File: src/rtl/tone_pkg.sv
// Shared tone constants: note reference periods at 100 MHz, the no-match code and meter state encoding.
// Transmit-side tone modules and the receive-side meter both draw on this table.
package tone_pkg;

  localparam int NUM_NOTES = 12;
  localparam logic [3:0] NOTE_NONE = 4'hF;

  // Index 0 is C4, index 11 is B4; full-period length in clk cycles.
  typedef logic [0:NUM_NOTES-1][31:0] period_table_t;

  localparam period_table_t NOTE_PERIOD = '{
    32'd382219, 32'd360776, 32'd340530, 32'd321409, 32'd303370, 32'd286344,
    32'd270277, 32'd255102, 32'd240790, 32'd227273, 32'd214519, 32'd202478
  };

  typedef enum logic {
    ST_IDLE,
    ST_MEASURE
  } meter_state_t;

  // Bounded lookup so an out-of-range index reads as zero instead of an undefined element.
  function automatic logic [31:0] note_period(input logic [3:0] idx);
    note_period = '0;
    for (int i = 0; i < NUM_NOTES; i++) begin
      if (idx == 4'(i)) note_period = NOTE_PERIOD[i];
    end
  endfunction

endpackage

File: src/rtl/note_classifier.sv
// Sequential nearest-note search: one reference compared per cycle, fixed 12-cycle latency after start.
// done is high in the cycle the last reference is compared; note_id/hit are valid only then.
module note_classifier
  import tone_pkg::*;
#(
  parameter int CNT_W     = 21,
  parameter int TOL_SHIFT = 6,
  parameter int REF_SHIFT = 0
) (
  input  logic             clk,
  input  logic             reset,
  input  logic             start,
  input  logic [CNT_W-1:0] period,
  output logic             busy,
  output logic             done,
  output logic [3:0]       note_id,
  output logic             hit
);

  localparam logic [3:0] LAST_IDX = 4'(NUM_NOTES - 1);

  logic [3:0]     idx;
  logic [CNT_W:0] per_q;
  logic           found;
  logic [3:0]     found_idx;
  logic [CNT_W:0] ref_w;
  logic [CNT_W:0] diff;
  logic           cur_hit;

  // NOTE: every signal written here gets a value on every path, so no latch is inferred.
  always_comb begin
    ref_w   = (CNT_W+1)'(note_period(idx) >> REF_SHIFT);
    diff    = (per_q >= ref_w) ? per_q - ref_w : ref_w - per_q;
    cur_hit = busy && (diff <= (ref_w >> TOL_SHIFT));
  end

  // NOTE: state updates use <= so every register samples the pre-edge values.
  always_ff @(posedge clk) begin
    if (reset) begin
      busy      <= 1'b0;
      idx       <= '0;
      per_q     <= '0;
      found     <= 1'b0;
      found_idx <= NOTE_NONE;
    end else if (start) begin
      // A new start discards any search in flight.
      busy  <= 1'b1;
      idx   <= '0;
      per_q <= {1'b0, period};
      found <= 1'b0;
    end else if (busy) begin
      if (cur_hit && !found) begin
        found     <= 1'b1;
        found_idx <= idx;
      end
      if (idx == LAST_IDX) begin
        busy <= 1'b0;
        idx  <= '0;
      end else begin
        idx <= idx + 4'd1;
      end
    end
  end

  assign done    = busy && (idx == LAST_IDX);
  assign hit     = found || cur_hit;
  assign note_id = found ? found_idx : (cur_hit ? idx : NOTE_NONE);

endmodule

File: src/rtl/tone_period_meter.sv
// Measures the rising-edge-to-rising-edge period of an asynchronous tone input and classifies it as C4..B4.
// REF_SHIFT scales the reference table down for clocks that are 2**REF_SHIFT slower than 100 MHz.
module tone_period_meter
  import tone_pkg::*;
#(
  parameter int CNT_W          = 21,
  parameter int TIMEOUT_CYCLES = 1_000_000,
  parameter int TOL_SHIFT      = 6,
  parameter int REF_SHIFT      = 0
) (
  input  logic             clk,
  input  logic             reset,
  input  logic             tone_in,
  output logic [CNT_W-1:0] period,
  output logic             period_valid,
  output logic [3:0]       note_id,
  output logic             note_valid,
  output logic             no_signal
);

  localparam logic [CNT_W-1:0] CNT_LAST = CNT_W'(TIMEOUT_CYCLES - 1);

  logic         sync1, sync2, prev;
  logic         rise;
  meter_state_t state_q, state_d;
  logic [CNT_W-1:0] cnt;
  logic         timeout;
  logic         cls_busy, cls_done, cls_hit;
  logic [3:0]   cls_note;

  // Two flops for metastability, a third to find the edge; the fixed delay cancels out of the period.
  always_ff @(posedge clk) begin
    if (reset) begin
      sync1 <= 1'b0;
      sync2 <= 1'b0;
      prev  <= 1'b0;
    end else begin
      sync1 <= tone_in;
      sync2 <= sync1;
      prev  <= sync2;
    end
  end

  assign rise = sync2 & ~prev;

  always_comb begin
    state_d = state_q;
    timeout = 1'b0;
    unique case (state_q)
      ST_IDLE:    if (rise) state_d = ST_MEASURE;
      ST_MEASURE: if (!rise && cnt == CNT_LAST) begin
        timeout = 1'b1;
        state_d = ST_IDLE;
      end
      default:    state_d = ST_IDLE;
    endcase
  end

  always_ff @(posedge clk) begin
    if (reset) begin
      state_q      <= ST_IDLE;
      cnt          <= '0;
      period       <= '0;
      period_valid <= 1'b0;
      note_id      <= NOTE_NONE;
      note_valid   <= 1'b0;
      no_signal    <= 1'b1;
    end else begin
      state_q      <= state_d;
      period_valid <= 1'b0;
      if (cls_busy && cls_done) begin
        note_id    <= cls_note;
        note_valid <= cls_hit;
      end
      // A rise in the final count cycle wins over the timeout.
      if (rise) begin
        cnt <= CNT_W'(1);
        if (state_q == ST_MEASURE) begin
          period       <= cnt;
          period_valid <= 1'b1;
          no_signal    <= 1'b0;
        end
      end else if (timeout) begin
        cnt        <= '0;
        no_signal  <= 1'b1;
        note_valid <= 1'b0;
        note_id    <= NOTE_NONE;
      end else if (state_q == ST_MEASURE) begin
        cnt <= cnt + 1'b1;
      end
    end
  end

  note_classifier #(
    .CNT_W     (CNT_W),
    .TOL_SHIFT (TOL_SHIFT),
    .REF_SHIFT (REF_SHIFT)
  ) u_classifier (
    .clk     (clk),
    .reset   (reset),
    .start   (period_valid),
    .period  (period),
    .busy    (cls_busy),
    .done    (cls_done),
    .note_id (cls_note),
    .hit     (cls_hit)
  );

endmodule

File: config.mk
export PLATFORM = sky130hd
export DESIGN_NAME = tone_period_meter
export DESIGN_NICKNAME = d
export VERILOG_FILES = /design/src/rtl/tone_pkg.sv /design/src/rtl/note_classifier.sv /design/src/rtl/tone_period_meter.sv
export SDC_FILE = /design/constraint.sdc
export NUM_CORES = 1
export LEC_CHECK = 0
export CAP_MARGIN = 20
export CELL_PAD_IN_SITES_DETAIL_PLACEMENT = 0
export CELL_PAD_IN_SITES_GLOBAL_PLACEMENT = 1
export CORE_ASPECT_RATIO = 0.5
export CORE_MARGIN = 3
export CORE_UTILIZATION = 48
export DETAILED_ROUTE_END_ITERATION = 10
export DONT_BUFFER_PORTS = 1
export PLACE_DENSITY_LB_ADDON = 0.1
export SLEW_MARGIN = 10
export SYNTH_ARGS = -nofsm -noshare
export SYNTH_HDL_FRONTEND = slang
export SYNTH_SLANG_ARGS = --single-unit
export TNS_END_PERCENT = 20
File: constraint.sdc
create_clock -name clk -period 7.75 [get_ports clk]
set_input_delay 0.775 -clock clk [delete_from_list [all_inputs] [get_ports clk]]
set_output_delay 0.775 -clock clk [all_outputs]
set_load 0.03 [all_outputs]
==> reports/qor.yml <==
place:
  io_buffers: 0
  place_hpwl_um: 13100
  dp_slack_ps: 1350
  place_congestion: 0.914
clock_network:
  cts_resized: 0
  insertion_delay_ps: 330
  tritoncts: "done"
  h-tree-depth: 3
  cts_setup_buffers: 0
  cts_made_buffers: 9
  cts_hold_buf: 0
  clk_pin_slew_ps: 60
  cts_root_buffer: "clkbuf_16"
  cts_buffer_depth: 2
  cts.sinks: 84
critical_path:
  cp.arrival_ps: 6660
  reg2reg_slack_ps: 1250
  reg2reg_depth: 27
  worst-path-buf-inv: 3
  end_kind: "flip-flop"
  max_stage_delay_ps: 660
  cpMostUsedCell: "a21oi_1"
  cp_top_family: "simple AND/OR/NAND/NOR gates"
  cpMaxStageDelayCell: "nor2_2"
  r2r-end: "note_id[2]"
  crit_path_start_kind: "flip-flop"
  r2r-start: "u_classifier.idx[0]"
  cp.required_ps: 7920
  criticalPathCategory: "reg2reg"
  critPathLaunch: "u_classifier.idx[0]"
  worstPathMaxFanout: 18
floorplanning:
  initial_core_util: 0.513
  rows: 28
  core_area_um2: 12300
  chipHeight_um: 87.2
  dieArea_um2: 14700
  io_pins: 31
  chipWidth_um: 168
route:
  drt-wirelength-per-cell_um: 17.6
  drc: 0
  ant_nets: 0
  vias: 5697
  firstDrtPassIters: 5
  viasPerCell: 5.87
  drt_wl_total_um: 17100
  drt_iter0_drc: 406
logic_synthesis:
  syn_nets: 897
  synth.area.top_cells: "dfxtp_1 (27%), ha_1 (11%), a21oi_1 (6.9%), nand2_1 (5.4%), nor2_1 (5.4%)"
  mappedNetlistArea_um2: 6330
  synthCells: 836
  synth-async-reset-ratio: 0
  synth_edf_count: 0
  synthFlopType: "dfxtp_1"
  ys_seq_elements: 84
  syn_avg_cell_area_um2: 7.57
  yosysWarnings: 0
  ys_seq_area_frac: 0.266
  synth.distinct_cells: 74
  synth_top_area_frac: 0.266
  synth_top_area_cell: "dfxtp_1"
global_routing:
  grt_max_degree: 57
  grt_pass1_vias: 5202
  top_usage_layer: "met1"
  grt_remaining_overflow: 0
  antenna_found_initial: 0
  grt_use_met2: 0.339
  grt_pass1_wl_um: 27500
  grt_util_met1: 0.359
  grtUsageMet3: 0.0358
  grt_use_total: 0.232
layout:
  final-seq-area_um2: 1680
  n_antenna_cell: 0
  syn_to_final_growth_pct: 5.02
  drive_gt1_frac: 0.0460
  n_fill_cell: 1210
  multi_input_area_um2: 4210
  nets: 861
worst_hold_path:
  hp-class: "reg2reg"
  holdPathEnd: "sync2"
  hp-start: "sync1"
  whs_path_depth: 1
timing:
  final_max_slew_viol_count: 0
  tightest_slew_ps: 964
  finClkSkew_ps: 10.6
  period_minus_slack_ps: 6500
  rsz0062_at_grt: "no"
  slew_headroom: 0.356
  post-route-period-util: 0.838
  tns_ps: 0
  hold_violations: 0
  setup_viol: 0
  worst_slack_ps: 1250
  fmax_ghz: 0.154
power:
  power_density_nw_per_um2: 137
  leakage_uw: 0.00265
  vdd_ir_drop_max_mv: 0.181
run:
  cap_violations: 0
status:
  status: "finished, final reports clean"
==> cell usage in the layout (no fill, tap or decap), types with 3 or more instances in the layout <==
master	Yosys	routed
nor2_1	91	91
nand2_1	91	91
a21oi_1	87	87
dfxtp_1	84	83
inv_1	59	59
ha_1	56	56
o21ai_0	44	44
mux2i_1	31	31
nand3_1	25	25
xor2_1	20	20
xnor2_1	16	16
nand4_1	15	15
nor2b_1	12	12
nand2b_1	12	12
a21o_1	11	11
a31oi_1	9	9
nor3_1	9	9
clkbuf_16	0	9
o21a_1	8	8
and3_1	7	7
a211oi_1	7	7
and4_1	6	6
o21ai_1	6	6
o21bai_1	5	5
o22a_1	4	4
nor4_1	4	4
or3_1	3	3
and4_4	3	3
a21boi_0	3	3
o31a_1	3	3
a211o_1	3	3
o211ai_1	3	3
and2_1	3	3
a22o_1	3	3
clkbuf_1	31	3
==> worst register-to-register path, stage by stage (launching register included) <==
cell and delay, ps:
dfxtp_1 400, inv_1 120, ha_1 350, nor2_1 370, a21oi_1 120, or2_2 280, a21oi_1 140, a21oi_1 80
inv_1 70, ha_1 150, inv_1 50, fa_1 410, a21o_1 230, a221oi_4 370, o311ai_2 190, nor2_2 660
mux2i_1 410, a21oi_1 140, xnor2_1 160, ha_1 190, a21o_1 170, a21oi_1 150, nand2b_1 120, nand2_1 60
nor4_1 280, o2111a_2 340, and4_4 270, o221ai_2 90
==> report_power, final <==
group | internal [uW] | switching (uW)
clock | 282 | 159
combinational | 10.9 | 17.2
sequential | 435 | 4.10
total | 728 | 180
==> cells by family (layout without fill, tap and decap cells) <==
kind of cell,Yosys count,after routing,share of synthesized area
flops,84,84,0.266
simple gates,299,299,0.229
mux,33,33,0.0526
buf+inv,108,77,0.0690
xor+xnor,36,36,0.0498
fa+ha+maj,58,58,0.117
compound gates,218,218,0.217
==> Yosys cell counts, drive strengths merged (4+ instances only) <==
cell type,number
a211oi,8
a21o,11
a21oi,87
a31oi,9
and2,4
and3,9
and4,9
buf,18
clkbuf,31
dfxtp,84
ha,56
inv,59
mux2i,31
nand2,91
nand2b,12
nand3,26
nand4,15
nor2,92
nor2b,12
nor3,10
nor4,4
o21a,8
o21ai,50
o21bai,5
o22a,4
or3,4
xnor2,16
xor2,20
==> flip-flops by register name, indices dropped and copies added, names as in the netlist <==
name / cells
sync2: 1
u_classifier.idx: 4
prev: 1
note_valid: 1
period_valid: 1
u_classifier.found_idx: 4
state_q: 1
u_classifier.per_q: 21
u_classifier.busy: 1
u_classifier.found: 1
note_id: 4
sync1: 1
no_signal: 1
period: 21
cnt: 21
==> cell type report <==
class | count | share of cell area
timing repair buffer | 2 | 0.00226
clock buffer | 12 | 0.0356
inverter | 59 | 0.0333
sequential | 84 | 0.253
tap | 165 | 0.0311
clock inverter | 4 | 0.0111
multi-input combinational | 644 | 0.633
==> stage by stage <==
stage          power (uW)  instances  hold WS [ps]  utilization  instance area, um2
4_1_cts               914        970           439        0.539                6650
6_report              908        970           436        0.539                6650
5_1_grt               937        970           454        0.539                6650
3_5_place_dp          476        954           425        0.514                6330
2_1_floorplan         473        836           414            -                6330
3_3_place_gp          476        954           417        0.514                6330
==> layer usage <==
layer | up-vias | part of all wire
met4 | 0 | 0.013
met2 | 160 | 0.41
li1 | 2855 | -
met5 | - | 0
met1 | 2663 | 0.52
met3 | 19 | 0.061
==> worst max-delay path by stage <==
stage,endpoint,slack (ps),cells after the start
floorplan,note_id[2],2130,28
global placement,note_id[2],1500,27
detailed placement,note_id[2],1350,27
CTS,note_id[2],1320,27
global route,note_id[2],670,27
finish,note_id[2],1250,27
Power figures use the tool's default switching activity.
